File: config.mk
export PLATFORM = sky130hd
export DESIGN_NAME = arm_mc_controller
export DESIGN_NICKNAME = d
export VERILOG_FILES = /design/src/rtl/arm_ctrl_pkg.sv /design/src/rtl/arm_cond_check.sv /design/src/rtl/arm_mc_controller.sv
export SDC_FILE = /design/constraint.sdc
export NUM_CORES = 1
export LEC_CHECK = 0
export CAP_MARGIN = 10
export CORE_MARGIN = 2
export CORE_UTILIZATION = 36
export CTS_CLUSTER_SIZE = 28
export DETAILED_ROUTE_END_ITERATION = 6
export GPL_ROUTABILITY_DRIVEN = 1
export GPL_TIMING_DRIVEN = 0
export PLACE_DENSITY = 0.78
export SYNTH_ARGS = -nofsm -noshare
export SYNTH_HDL_FRONTEND = slang
export SYNTH_SLANG_ARGS = --single-unit
File: constraint.sdc
create_clock -name clk -period 1.5 [get_ports clk]
set_input_delay 0.225 -clock clk [delete_from_list [all_inputs] [get_ports clk]]
set_output_delay 0.225 -clock clk [all_outputs]
set_load 0.01 [all_outputs]
File: src/rtl/arm_ctrl_pkg.sv
// Shared definitions for the multi-cycle ARM control unit.
// Contents: FSM state enum, ALUControl / RegControl encodings,
// ARM data-processing cmd codes, condition codes and Op field codes.
package arm_ctrl_pkg;

    typedef enum logic [3:0] {
        S_FETCH,
        S_DECODE,
        S_MEMADR,
        S_MEMRD,
        S_MEMWB,
        S_MEMWR,
        S_EXECR,
        S_EXECI,
        S_ALUWB,
        S_BRANCH
    } state_t;

    // ALUControl encodings
    localparam logic [3:0] ALU_ADD = 4'b0000;
    localparam logic [3:0] ALU_SUB = 4'b0001;
    localparam logic [3:0] ALU_AND = 4'b0010;
    localparam logic [3:0] ALU_ORR = 4'b0011;
    localparam logic [3:0] ALU_RSB = 4'b0101;
    localparam logic [3:0] ALU_MOV = 4'b0110;
    localparam logic [3:0] ALU_EOR = 4'b0111;
    localparam logic [3:0] ALU_BIC = 4'b1010;
    localparam logic [3:0] ALU_MVN = 4'b1110;

    // RegControl (shifter) encodings
    localparam logic [1:0] RC_PASS = 2'b00;
    localparam logic [1:0] RC_LSL  = 2'b01;
    localparam logic [1:0] RC_LSR  = 2'b10;
    localparam logic [1:0] RC_ASR  = 2'b11;

    // ARM data-processing cmd field
    localparam logic [3:0] CMD_AND = 4'b0000;
    localparam logic [3:0] CMD_EOR = 4'b0001;
    localparam logic [3:0] CMD_SUB = 4'b0010;
    localparam logic [3:0] CMD_RSB = 4'b0011;
    localparam logic [3:0] CMD_ADD = 4'b0100;
    localparam logic [3:0] CMD_TST = 4'b1000;
    localparam logic [3:0] CMD_TEQ = 4'b1001;
    localparam logic [3:0] CMD_CMP = 4'b1010;
    localparam logic [3:0] CMD_CMN = 4'b1011;
    localparam logic [3:0] CMD_ORR = 4'b1100;
    localparam logic [3:0] CMD_MOV = 4'b1101;
    localparam logic [3:0] CMD_BIC = 4'b1110;
    localparam logic [3:0] CMD_MVN = 4'b1111;

    // ARM condition field
    localparam logic [3:0] COND_EQ = 4'b0000;
    localparam logic [3:0] COND_NE = 4'b0001;
    localparam logic [3:0] COND_CS = 4'b0010;
    localparam logic [3:0] COND_CC = 4'b0011;
    localparam logic [3:0] COND_MI = 4'b0100;
    localparam logic [3:0] COND_PL = 4'b0101;
    localparam logic [3:0] COND_VS = 4'b0110;
    localparam logic [3:0] COND_VC = 4'b0111;
    localparam logic [3:0] COND_HI = 4'b1000;
    localparam logic [3:0] COND_LS = 4'b1001;
    localparam logic [3:0] COND_GE = 4'b1010;
    localparam logic [3:0] COND_LT = 4'b1011;
    localparam logic [3:0] COND_GT = 4'b1100;
    localparam logic [3:0] COND_LE = 4'b1101;
    localparam logic [3:0] COND_AL = 4'b1110;

    // Op field
    localparam logic [1:0] OP_DP  = 2'b00;
    localparam logic [1:0] OP_MEM = 2'b01;
    localparam logic [1:0] OP_BR  = 2'b10;

endpackage

File: src/rtl/arm_cond_check.sv
// Combinational ARM condition evaluator.
// Ports: cond_i  - instruction condition field
//        flags_i - {N,Z,C,V}
//        cond_ex_o - 1 when the instruction should execute (1111 -> 0)
module arm_cond_check
    import arm_ctrl_pkg::*;
(
    input  logic [3:0] cond_i,
    input  logic [3:0] flags_i,
    output logic       cond_ex_o
);

    logic n, z, c, v;

    always_comb begin
        {n, z, c, v} = flags_i;
        cond_ex_o    = 1'b0;
        unique case (cond_i)
            COND_EQ: cond_ex_o = z;
            COND_NE: cond_ex_o = ~z;
            COND_CS: cond_ex_o = c;
            COND_CC: cond_ex_o = ~c;
            COND_MI: cond_ex_o = n;
            COND_PL: cond_ex_o = ~n;
            COND_VS: cond_ex_o = v;
            COND_VC: cond_ex_o = ~v;
            COND_HI: cond_ex_o = c & ~z;
            COND_LS: cond_ex_o = ~c | z;
            COND_GE: cond_ex_o = (n == v);
            COND_LT: cond_ex_o = (n != v);
            COND_GT: cond_ex_o = ~z & (n == v);
            COND_LE: cond_ex_o = z | (n != v);
            COND_AL: cond_ex_o = 1'b1;
            default: cond_ex_o = 1'b0;
        endcase
    end

endmodule

File: src/rtl/arm_mc_controller.sv
// Multi-cycle ARM control unit: decodes the upper instruction fields,
// sequences FETCH/DECODE/execute/writeback states and holds the NZCV flags.
// Inputs : clk, reset_n (sync, active low), Cond, Op, Funct, Rd, Sh, ALUFlags
// Outputs: write enables (PCWrite, MemWrite, RegWrite, IRWrite), datapath
//          muxes (AdrSrc, ALUSrcA, ALUSrcB, ResultSrc, ImmSrc, RegSrc),
//          ALU selects (ALUControl, RegControl) and the Flags register.
module arm_mc_controller
    import arm_ctrl_pkg::*;
#(
    parameter logic [1:0] BRANCH_OFFSET_SRC = 2'b10
) (
    input  logic       clk,
    input  logic       reset_n,
    input  logic [3:0] Cond,
    input  logic [1:0] Op,
    input  logic [5:0] Funct,
    input  logic [3:0] Rd,
    input  logic [1:0] Sh,
    input  logic [3:0] ALUFlags,
    output logic       PCWrite,
    output logic       MemWrite,
    output logic       RegWrite,
    output logic       IRWrite,
    output logic       AdrSrc,
    output logic [1:0] ALUSrcA,
    output logic [1:0] ALUSrcB,
    output logic [1:0] ResultSrc,
    output logic [1:0] ImmSrc,
    output logic [1:0] RegSrc,
    output logic [3:0] ALUControl,
    output logic [1:0] RegControl,
    output logic [3:0] Flags
);

    state_t     state_q, state_d, state_out;
    logic       condex_q;
    logic [3:0] flags_q;
    logic       cond_ex;

    logic [3:0] cmd;
    logic [3:0] alu_dec;
    logic       nowrite, arith, dp_valid, flag_we;
    logic       pcw, mw, rw, irw;

    assign cmd = Funct[4:1];

    arm_cond_check u_cond (
        .cond_i    (Cond),
        .flags_i   (flags_q),
        .cond_ex_o (cond_ex)
    );

    // cmd -> ALU operation, write suppression and C/V update class
    always_comb begin
        alu_dec  = ALU_ADD;
        nowrite  = 1'b0;
        arith    = 1'b0;
        dp_valid = 1'b1;
        unique case (cmd)
            CMD_AND: alu_dec = ALU_AND;
            CMD_EOR: alu_dec = ALU_EOR;
            CMD_SUB: begin alu_dec = ALU_SUB; arith = 1'b1; end
            CMD_RSB: begin alu_dec = ALU_RSB; arith = 1'b1; end
            CMD_ADD: begin alu_dec = ALU_ADD; arith = 1'b1; end
            CMD_TST: begin alu_dec = ALU_AND; nowrite = 1'b1; end
            CMD_TEQ: begin alu_dec = ALU_EOR; nowrite = 1'b1; end
            CMD_CMP: begin alu_dec = ALU_SUB; nowrite = 1'b1; arith = 1'b1; end
            CMD_CMN: begin alu_dec = ALU_ADD; nowrite = 1'b1; arith = 1'b1; end
            CMD_ORR: alu_dec = ALU_ORR;
            CMD_MOV: alu_dec = ALU_MOV;
            CMD_BIC: alu_dec = ALU_BIC;
            CMD_MVN: alu_dec = ALU_MVN;
            default: begin alu_dec = ALU_ADD; nowrite = 1'b1; dp_valid = 1'b0; end
        endcase
    end

    always_comb begin
        state_d = S_FETCH;
        unique case (state_q)
            S_FETCH:  state_d = S_DECODE;
            S_DECODE: begin
                if (Op == OP_MEM)     state_d = S_MEMADR;
                else if (Op == OP_DP) state_d = Funct[5] ? S_EXECI : S_EXECR;
                else if (Op == OP_BR) state_d = S_BRANCH;
                else                  state_d = S_FETCH;
            end
            S_MEMADR: state_d = Funct[0] ? S_MEMRD : S_MEMWR;
            S_MEMRD:  state_d = S_MEMWB;
            S_EXECR,
            S_EXECI:  state_d = S_ALUWB;
            default:  state_d = S_FETCH;
        endcase
    end

    assign flag_we = ((state_q == S_EXECR) || (state_q == S_EXECI))
                     && Funct[0] && condex_q && dp_valid;

    always_ff @(posedge clk) begin
        if (!reset_n) begin
            state_q  <= S_FETCH;
            condex_q <= 1'b0;
            flags_q  <= '0;
        end else begin
            state_q <= state_d;
            if (state_q == S_DECODE)
                condex_q <= cond_ex;
            if (flag_we) begin
                flags_q[3:2] <= ALUFlags[3:2];
                if (arith)
                    flags_q[1:0] <= ALUFlags[1:0];
            end
        end
    end

    // While in reset the datapath sees FETCH settings with all writes blocked.
    always_comb begin
        state_out  = reset_n ? state_q : S_FETCH;
        pcw        = 1'b0;
        mw         = 1'b0;
        rw         = 1'b0;
        irw        = 1'b0;
        AdrSrc     = 1'b0;
        ALUSrcA    = 2'b00;
        ALUSrcB    = 2'b00;
        ResultSrc  = 2'b00;
        ImmSrc     = 2'b00;
        RegSrc     = 2'b00;
        ALUControl = ALU_ADD;
        RegControl = RC_PASS;
        if (state_out != S_FETCH)
            RegSrc = {(Op == OP_MEM) & ~Funct[0], Op == OP_BR};
        unique case (state_out)
            S_FETCH: begin
                irw = 1'b1; pcw = 1'b1;
                ALUSrcA = 2'b01; ALUSrcB = 2'b10; ResultSrc = 2'b10;
            end
            S_DECODE: begin
                ALUSrcA = 2'b01; ALUSrcB = 2'b10;
            end
            S_MEMADR: begin
                ALUSrcB = 2'b01; ImmSrc = 2'b01;
            end
            S_MEMRD:  AdrSrc = 1'b1;
            S_MEMWB: begin
                ResultSrc = 2'b01; rw = condex_q;
            end
            S_MEMWR: begin
                AdrSrc = 1'b1; mw = condex_q;
            end
            S_EXECR: begin
                ALUControl = alu_dec;
                if (cmd == CMD_MOV) begin
                    unique case (Sh)
                        2'b00:   RegControl = RC_LSL;
                        2'b01:   RegControl = RC_LSR;
                        2'b10:   RegControl = RC_ASR;
                        default: RegControl = RC_PASS;
                    endcase
                end
            end
            S_EXECI: begin
                ALUSrcB = 2'b01; ALUControl = alu_dec;
            end
            S_ALUWB: begin
                rw  = condex_q & ~nowrite;
                pcw = condex_q & (Rd == 4'hF);
            end
            S_BRANCH: begin
                ALUSrcA = 2'b10; ALUSrcB = 2'b01; ResultSrc = 2'b10;
                ImmSrc = BRANCH_OFFSET_SRC; pcw = condex_q;
            end
            default: ;
        endcase
    end

    assign PCWrite  = reset_n & pcw;
    assign MemWrite = reset_n & mw;
    assign RegWrite = reset_n & rw;
    assign IRWrite  = reset_n & irw;
    assign Flags    = flags_q;

endmodule

==> reports/results.ini <==
[run_status]
status=finished with violations
violations=negative setup slack

[layout]
drive_gt1_share_pct=44.50
fillers=198
final_common_cell=clkdlybuf4s50_1
synthToLayoutAreaGrowth_pct=91.19
final_cell_mix=clkdlybuf4s50_1 (21), buf_6 (18), buf_2 (14), buf_4 (14), nand2_1 (9)
n_antenna_cell=0
final_cell_area_um2=1928
nNetsFinal=236

[die]
start_util_pct=37.21
die_x_um=56.93
fp.dieH_um=56.93
io-pin-count=49
rows=19
core_um2=2710
die_area_um2=3240

[critical_path]
start_kind=flip-flop
crit_arrival_ns=1.67
regToRegStartpoint=state_q[1]
worst_ep_required_time_ns=1.27
cp-end-kind=output port
timing.rr.end=condex_q
r2r_slack_ns=-0.15
worst-path-max-fanout=6
worstRegToRegCells=7
critPathKind=flip-flop to output port

[cts]
root_buffer=clkbuf_4
clock_sinks=9
postCtsHoldBufs=0
clk_pin_slew_ns=0.06
cts_tree=yes
cts_buffers=3
h-tree-depth=1
insertion_delay_ns=0.26
cts.path.max_buffers=2

[sta]
fin_crit_ns=1.893
worst_pin_slew_ns=0.5109
hold_ws_ns=0.5644
max_clock_freq_mhz=528.4
period_share_pct=126.2
clock_skew_ns=0.003723
rsz0062_at_grt=true
tns_ns=-3.878
setup_slack_ns=-0.3926
slew_headroom_pct=65.94
setup_viol=22
drv_slew=0
hold_violations=0

[route]
drt_pass1_iterations=4
wl_met3_um=252
drt-met1-wl_mm=1.510
routed_wirelength_mm=3.831
ant_nets=0
wl_per_cell_um=15.96
top_layer_used=met4
drt_iter0_drc=36
vias=1344
vias_per_cell=5.600
drc=0
met2WireLength_mm=1.991

[synthesis]
syn_avg_cell_area_um2=7.415
yosys_warnings=0
syn_inst=136
synth-edff-count=0
synthArstFlopShare_pct=0
netlist_area_um2=1008
synth-main-ff-cell=dfxtp_1
yosys_register_bits=9
synth_fp_nets=162
ys_types=43
yosysSeqAreaShare_pct=17.87

[hold_path]
hold-path-cell-count=2
min_from=Flags[1]
min_delay_worst_endpoint=Flags[1]
hold_class=flip-flop to flip-flop

[place]
dpl_cell_area_um2=1533
io_buffers=46
dp.final_hpwl_mm=2.268
gp_congestion=0.8973

[global_routing]
grt_pass1_wl_mm=5.851
grt_max_degree=11
grt_antenna_before_repair=0
overflow=0
grt_usage_pct=22.40
grt_pass1_vias=1278

[flow_run]
drv_cap=0

[pwr]
p_per_area_nw_per_um2=453.9
p_leak_nw=0.8380
ir_drop_mv=0.6819

==> power by group <==
part	internal, mW	leakage [nW]	total, mW	switching [mW]
Combinational	0.234	0.743	0.430	0.196
Clock	0.0981	0.0177	0.181	0.0833
Sequential	0.248	0.0774	0.264	0.0155
Total	0.581	0.838	0.875	0.295
==> cell usage after synthesis (3+ instances only) <==
library cell | count | area [um^2]
mux2i_1 | 7 | 70.07
o21ai_0 | 5 | 25.02
and2_1 | 3 | 18.77
a21oi_1 | 4 | 20.02
nor3b_1 | 5 | 37.54
and3_1 | 3 | 18.77
nor2b_1 | 10 | 62.56
nor2_1 | 10 | 37.54
nand2b_1 | 3 | 18.77
clkbuf_1 | 7 | 26.28
inv_1 | 9 | 33.78
nor4b_1 | 6 | 52.55
dfxtp_1 | 9 | 180.2
nand2_1 | 9 | 33.78
nor3_1 | 4 | 20.02
==> worst max-delay path, stage by stage (launching register included) <==
cell	delay (ns)
dfxtp_2	0.32
buf_6	0.12
and4b_1	0.23
nand2_1	0.08
or4_4	0.46
nor2_4	0.10
buf_6	0.10
==> metrics by stage <==
step | power [mW] | utilization (%) | setup slack, ns | cells
after floorplan | 0.4114 | - | -0.06091 | 136
after global placement | 0.5362 | 56.56 | -1.086 | 213
after detailed placement | 0.5448 | 56.56 | -1.103 | 213
after CTS | 0.8049 | 65.05 | -0.3877 | 231
after global routing | 0.9283 | 71.15 | -0.4896 | 240
final | 0.8752 | 71.15 | -0.3926 | 240
==> final cells by class <==
type	count	area [um^2]	area share [%]
multi-input cells	107	908.4	47.11
flip-flops and latches	9	195.2	10.12
plain buffers	11	105.1	5.451
well taps	31	38.79	2.012
repair buffers	69	614.3	31.86
clock inverters	1	5.005	0.2596
clock buffers	3	22.52	1.168
inverters	9	38.79	2.012
==> state kept, by name, summed over array words and instances, names as in the netlist <==
register,flops
condex_q,1
Flags,4
state_q,4
==> logic make-up after synthesis <==
family                   share of synthesized area (%)
AND/OR/NAND/NOR                                  41.56
AO/OA/AOI/OAI                                    19.23
XOR/XNOR                                         3.475
adder cells (fa/ha/maj)                          2.481
buffers and inverters                            8.437
flip-flops                                       17.87
multiplexers                                     6.948
==> worst max-delay path by stage <==
stage / to / startpoint
after floorplan: RegWrite / state_q[2]
after global placement: RegControl[1] / reset_n
after detailed placement: RegControl[0] / reset_n
after CTS: RegControl[0] / state_q[1]
after global routing: RegControl[0] / state_q[1]
final: RegControl[0] / state_q[1]
==> layer usage <==
metal | vias to the layer above | global-route usage (%)
li1 | 648 | -
met1 | 635 | 25.91
met2 | 53 | 40.89
met3 | 8 | 5.300
met4 | 0 | 5.980
met5 | - | 0
==> timing repair <==
action                     in CTS  in global routing
buffers inserted               14                 10
cloned                          0                  0
pin swaps                      14                  9
gates resized for setup       126                 37
setup endpoints to repair      24                 24
Note: power is estimated with default switching activity, not from simulation.
